### src/rtl/hazard_forwarding_unit.sv
`default_nettype none
// ============================================================================
// Module   : hazard_forwarding_unit
// Purpose  : Pipeline hazard unit for the ARM pipeline, upstream of the
//            control-unit mux. Tracks EX/MEM/WB destination registers in a
//            shadow pipeline and produces the ID-stage operand forwarding
//            selects, the load-use bubble/stall controls, the IF/ID flush
//            for taken branches, and saturating stall/flush event counters.
// Ports    : clk, reset            - clock, synchronous active-high reset
//            id_*                  - ID-stage instruction description
//            cu_nop_select         - 1 = control mux emits an all-zero bubble
//            pc_load_enable,
//            ifid_load_enable      - PC and IF/ID register load enables
//            ifid_flush            - IF/ID register cleared next edge
//            fwd_a/b/c_sel         - Rn/Rm/Rd source: 00 RF, 01 EX, 10 MEM, 11 WB
//            stall_count,
//            flush_count           - saturating performance counters
// Revision : 1.0 - initial release
// ============================================================================
module hazard_forwarding_unit #(
  parameter int REG_W = 4,
  parameter int CNT_W = 16
) (
  input  logic             clk,
  input  logic             reset,
  input  logic             id_valid,
  input  logic [REG_W-1:0] id_rn,
  input  logic [REG_W-1:0] id_rm,
  input  logic [REG_W-1:0] id_rd,
  input  logic             id_uses_rn,
  input  logic             id_uses_rm,
  input  logic             id_uses_rd,
  input  logic             id_reg_write,
  input  logic             id_mem_read,
  input  logic             id_branch_taken,
  output logic             cu_nop_select,
  output logic             pc_load_enable,
  output logic             ifid_load_enable,
  output logic             ifid_flush,
  output logic [1:0]       fwd_a_sel,
  output logic [1:0]       fwd_b_sel,
  output logic [1:0]       fwd_c_sel,
  output logic [CNT_W-1:0] stall_count,
  output logic [CNT_W-1:0] flush_count
);

  // The highest register specifier is the PC; it never forwards or hazards.
  localparam logic [REG_W-1:0] PC_REG  = '1;
  localparam logic [CNT_W-1:0] CNT_MAX = '1;

  typedef enum logic [0:0] {
    ST_RUN  = 1'b0,
    ST_HOLD = 1'b1
  } state_t;

  state_t state_q, state_d;

  // Shadow pipeline entries (MEM/WB do not need the load flag).
  logic             ex_valid_q,  ex_valid_d;
  logic [REG_W-1:0] ex_rd_q,     ex_rd_d;
  logic             ex_rw_q,     ex_rw_d;
  logic             ex_load_q,   ex_load_d;
  logic             mem_valid_q, mem_valid_d;
  logic [REG_W-1:0] mem_rd_q,    mem_rd_d;
  logic             mem_rw_q,    mem_rw_d;
  logic             wb_valid_q,  wb_valid_d;
  logic [REG_W-1:0] wb_rd_q,     wb_rd_d;
  logic             wb_rw_q,     wb_rw_d;

  logic [CNT_W-1:0] stall_cnt_q, stall_cnt_d;
  logic [CNT_W-1:0] flush_cnt_q, flush_cnt_d;

  function automatic logic targets(input logic v, input logic rw,
                                   input logic [REG_W-1:0] rd,
                                   input logic [REG_W-1:0] r);
    return v & rw & (rd == r) & (r != PC_REG);
  endfunction

  // Per-operand hit vectors, bit 0 = EX, bit 1 = MEM, bit 2 = WB.
  logic [2:0] hit_a, hit_b, hit_c;
  assign hit_a = {targets(wb_valid_q, wb_rw_q, wb_rd_q, id_rn),
                  targets(mem_valid_q, mem_rw_q, mem_rd_q, id_rn),
                  targets(ex_valid_q, ex_rw_q, ex_rd_q, id_rn)};
  assign hit_b = {targets(wb_valid_q, wb_rw_q, wb_rd_q, id_rm),
                  targets(mem_valid_q, mem_rw_q, mem_rd_q, id_rm),
                  targets(ex_valid_q, ex_rw_q, ex_rd_q, id_rm)};
  assign hit_c = {targets(wb_valid_q, wb_rw_q, wb_rd_q, id_rd),
                  targets(mem_valid_q, mem_rw_q, mem_rd_q, id_rd),
                  targets(ex_valid_q, ex_rw_q, ex_rd_q, id_rd)};

  // Youngest producer wins: EX over MEM over WB.
  function automatic logic [1:0] pick(input logic [2:0] hit, input logic used);
    logic [1:0] sel;
    sel = 2'b00;
    if (used) begin
      if (hit[0])      sel = 2'b01;
      else if (hit[1]) sel = 2'b10;
      else if (hit[2]) sel = 2'b11;
    end
    return sel;
  endfunction

  logic load_use;
  logic stall;
  logic flush;

  always_comb begin
    load_use = id_valid & ex_load_q &
               ((id_uses_rn & hit_a[0]) |
                (id_uses_rm & hit_b[0]) |
                (id_uses_rd & hit_c[0]));
    // In HOLD the load has already moved to MEM, so a re-detected stall is spurious.
    stall = (state_q == ST_RUN) & load_use;
    flush = id_valid & id_branch_taken & ~stall;

    cu_nop_select    = stall;
    pc_load_enable   = ~stall;
    ifid_load_enable = ~stall;
    ifid_flush       = flush;
    fwd_a_sel        = pick(hit_a, id_valid & id_uses_rn);
    fwd_b_sel        = pick(hit_b, id_valid & id_uses_rm);
    fwd_c_sel        = pick(hit_c, id_valid & id_uses_rd);
    if (reset) begin
      cu_nop_select    = 1'b1;
      pc_load_enable   = 1'b0;
      ifid_load_enable = 1'b0;
      ifid_flush       = 1'b1;
      fwd_a_sel        = 2'b00;
      fwd_b_sel        = 2'b00;
      fwd_c_sel        = 2'b00;
    end

    state_d = state_q;
    case (state_q)
      ST_RUN:  if (stall) state_d = ST_HOLD;
      ST_HOLD: state_d = ST_RUN;
      default: state_d = ST_RUN;
    endcase

    wb_valid_d  = mem_valid_q;
    wb_rd_d     = mem_rd_q;
    wb_rw_d     = mem_rw_q;
    mem_valid_d = ex_valid_q;
    mem_rd_d    = ex_rd_q;
    mem_rw_d    = ex_rw_q;
    // A stalled ID instruction is re-presented next cycle, so EX takes a bubble.
    ex_valid_d  = id_valid & ~stall;
    ex_rd_d     = id_rd;
    ex_rw_d     = id_reg_write;
    ex_load_d   = id_mem_read;

    stall_cnt_d = stall_cnt_q;
    flush_cnt_d = flush_cnt_q;
    if (stall && stall_cnt_q != CNT_MAX) stall_cnt_d = stall_cnt_q + 1'b1;
    if (flush && flush_cnt_q != CNT_MAX) flush_cnt_d = flush_cnt_q + 1'b1;
  end

  always_ff @(posedge clk) begin
    if (reset) begin
      state_q     <= ST_RUN;
      ex_valid_q  <= 1'b0;
      ex_rd_q     <= '0;
      ex_rw_q     <= 1'b0;
      ex_load_q   <= 1'b0;
      mem_valid_q <= 1'b0;
      mem_rd_q    <= '0;
      mem_rw_q    <= 1'b0;
      wb_valid_q  <= 1'b0;
      wb_rd_q     <= '0;
      wb_rw_q     <= 1'b0;
      stall_cnt_q <= '0;
      flush_cnt_q <= '0;
    end else begin
      state_q     <= state_d;
      ex_valid_q  <= ex_valid_d;
      ex_rd_q     <= ex_rd_d;
      ex_rw_q     <= ex_rw_d;
      ex_load_q   <= ex_load_d;
      mem_valid_q <= mem_valid_d;
      mem_rd_q    <= mem_rd_d;
      mem_rw_q    <= mem_rw_d;
      wb_valid_q  <= wb_valid_d;
      wb_rd_q     <= wb_rd_d;
      wb_rw_q     <= wb_rw_d;
      stall_cnt_q <= stall_cnt_d;
      flush_cnt_q <= flush_cnt_d;
    end
  end

  assign stall_count = stall_cnt_q;
  assign flush_count = flush_cnt_q;

endmodule
`default_nettype wire
### config.mk
export PLATFORM = sky130hd
export DESIGN_NAME = hazard_forwarding_unit
export DESIGN_NICKNAME = d
export VERILOG_FILES = /design/src/rtl/hazard_forwarding_unit.sv
export SDC_FILE = /design/constraint.sdc
export NUM_CORES = 1
export LEC_CHECK = 0
export CORE_MARGIN = 2
export CORE_UTILIZATION = 51
export DETAILED_ROUTE_END_ITERATION = 10
export PLACE_DENSITY_LB_ADDON = 0.15
export SLEW_MARGIN = 20
export SYNTH_ARGS = -nofsm -noshare
export SYNTH_HDL_FRONTEND = slang
export SYNTH_SLANG_ARGS = --single-unit
### constraint.sdc
create_clock -name clk -period 2.93 [get_ports clk]
set_input_delay 0.293 -clock clk [delete_from_list [all_inputs] [get_ports clk]]
set_output_delay 0.293 -clock clk [all_outputs]
set_load 0.01 [all_outputs]
==> impl_metrics.toml <==
[status]
status = "complete, no violations"

[floorplan]
rows = 27
die_w_um = 79.6
dieHeight_um = 79.6
die_area_mm2 = 0.00633
coreArea_mm2 = 0.00551
pin_count = 63
initial_core_util_pct = 52.9

[routing]
ant_nets = 0
drt_first_pass_iters = 4
via_count = 2685
routedWlPerCell_um = 14.6
via_per_inst = 5.62
drt_wl_total_mm = 6.97
post-route-drc-count = 0
first_iter_violations = 84

[place]
io_buffers = 62
dpl_cell_area_mm2 = 0.00357
gp_congestion = 0.936
hpwl_mm = 4.94

[setup_path]
endpoint_kind = "output pin"
start_kind = "input port"
critPathKind = "in -> out"
cpMostUsedCell = "clkdlybuf4s50_1"
arrival_ns = 2.48
worst_path_largest_cell_delay_ns = 0.57
critPathRequiredTime_ns = 2.64
cp_slowest_cell = "clkdlybuf4s50_1"
crit_chain = "clkdlybuf4s50_1 > a31oi_2 > a21oi_1 > or4_1 > nand2b_1 > nor3b_1 > clkdlybuf4s50_1"
crit_fanout = 5

[pwr]
p_per_area_mw_per_mm2 = 410
p_leak_uw = 0.00133
power.total_uw = 1540
irDropWorstVdd_mv = 0.240

[clock_network]
cts_htree_levels = 2
cts_buffers = 5
clkSinkCount = 52
cts_setup_buffers = 0
clk_latency_ns = 0.30
root_buffer = "clkbuf_8"
clk_pin_slew_ns = 0.10
clock_path_buffers = 2
cts_tree = "built"

[synth]
synthFlopType = "dfxtp_1"
syn_inst = 350
yosysUniqueCellTypes = 42
syn_nets = 373
yosysSeqAreaShare_pct = 35.7
synth-async-reset-ratio_pct = 0
synth_edf_count = 0
ys_seq_elements = 52
syn_area_per_cell_um2 = 8.33
synth.yosys.warnings = 0
syn_area_mm2 = 0.00291

[timing]
relSlewSlack_pct = 49.4
worst_pin_slew_ns = 0.760
period_minus_slack_ns = 2.77
holdWs_ns = 0.368
rsz0062_at_grt = "false"
hold_viol = 0
fin_setup_tns_ns = 0
finalSetupViolCount = 0
maxSlewViolCount = 0
max_freq_mhz = 361
clock_skew_ns = 0.00947
finalCritPeriodShare_pct = 94.6

[grt]
grt_pass1_vias = 2546
grt_pass1_wl_mm = 11.7
grt_max_degree = 60
grt-ovfl-total = 0
grt.total_usage_pct = 23.0
antenna_found_initial = 0

[job]
maxCapViolCount = 0

[finish]
multi_input_area_mm2 = 0.00173
seq_area_mm2 = 0.00104
final_cell_mix = "56 x clkdlybuf4s50_1, 52 x dfxtp_1, 32 x a21oi_1, 28 x nand2_1, 26 x nor2b_1"
drive_gt1_share_pct = 7.39
synthToLayoutAreaGrowth_pct = 28.9
n_fill_cell = 464
final_common_cell = "clkdlybuf4s50_1"
final_nets = 428
antenna_cells = 0
design_area_mm2 = 0.00376

[worst_hold_path]
holdCritPathClass = "in -> reg"
==> cell families (layout without fill, tap and decap cells) <==
group                      Yosys count  count (layout)  synth area share [%]
and+or+nand+nor                    156             156                  31.6
AOI/OAI and AO/OA                   72              72                  15.4
DFF                                 52              52                  35.7
buffers and inverters               33              89                  5.45
xor gates and xnor gates            30              30                  9.02
muxes                                5               5                  1.93
adders and majority gates            2               2                 0.859
==> worst max-delay path: cells and delay by family <==
kind | cells | cell delay [ns]
AO/OA/AOI/OAI | 2 | 0.33
buffers and inverters | 2 | 1.12
AND/OR/NAND/NOR | 3 | 0.73
==> metal layers <==
| layer | share of wire [%] | vias up | track usage (%) |
|---|---|---|---|
| met5 | 0 | - | 0 |
| met4 | 2.1 | 0 | 8.79 |
| met3 | 2.8 | 10 | 4.19 |
| met2 | 48 | 59 | 37.6 |
| met1 | 47 | 1246 | 30.0 |
| li1 | - | 1370 | - |
==> final cells by class <==
cell class                      count  share of cell area (%)
Multi-Input combinational cell    265                    46.0
Sequential cell                    52                    27.7
Timing Repair Buffer               73                    18.9
Clock inverter                      3                    2.40
Tap cell                           72                    2.40
Clock buffer                        5                    1.83
Inverter                            8                   0.799
==> stage by stage <==
stage	worst slack [ns]	cells	util, %
2_1_floorplan	0.779	350	-
3_3_place_gp	0.0855	470	64.9
3_5_place_dp	0.0970	470	64.9
4_1_cts	0.0814	478	67.8
5_1_grt	0.0301	478	68.2
6_report	0.159	478	68.2
==> report_power, final <==
group / leakage, uW / internal, uW / switching, uW
Clock: 0.0000784 / 427 / 237
Sequential: 0.000422 / 718 / 15.4
Combinational: 0.000830 / 71.0 / 71.6
==> registers in the layout, indices dropped and copies added, names as in the netlist <==
register	cells
wb_rw_q	1
mem_valid_q	1
state_q	1
mem_rd_q	4
ex_rd_q	4
ex_load_q	1
mem_rw_q	1
ex_valid_q	1
wb_rd_q	4
wb_valid_q	1
flush_count	16
ex_rw_q	1
stall_count	16
==> final timing paths <==
check	from	endpoint	slack, ns	cells after the start
worst max-delay path	id_rd[3]	fwd_c_sel[1]	0.16	7
worst min-delay path	reset	ex_valid_q	0.37	3
worst min register to register	ex_valid_q	mem_valid_q	0.46	1
worst max register to register	ex_rd_q[3]	flush_count[4]	0.61	6
==> Yosys cell counts, types with 5 or more instances <==
master,count,area share [%]
nor2_1,17,2.2
o21ai_0,10,1.7
nand2_1,28,3.6
clkbuf_1,9,1.2
or4_1,20,5.2
a21oi_1,32,5.5
dfxtp_1,52,36
inv_1,8,1.0
buf_2,10,1.7
nor4_1,6,1.3
nand3_1,18,3.1
xor2_1,13,3.9
and4_1,5,1.5
xnor2_1,17,5.1
nand4_1,5,1.1
o31ai_1,18,4.6
nor2b_1,26,5.6
and3_1,10,2.1
or3_1,5,1.1
==> repair_timing <==
item                       in CTS  in global routing
setup endpoints to repair       0                  3
resized for setup               0                  7
hold buffers                    0                  0
Power figures use the tool's default switching activity.
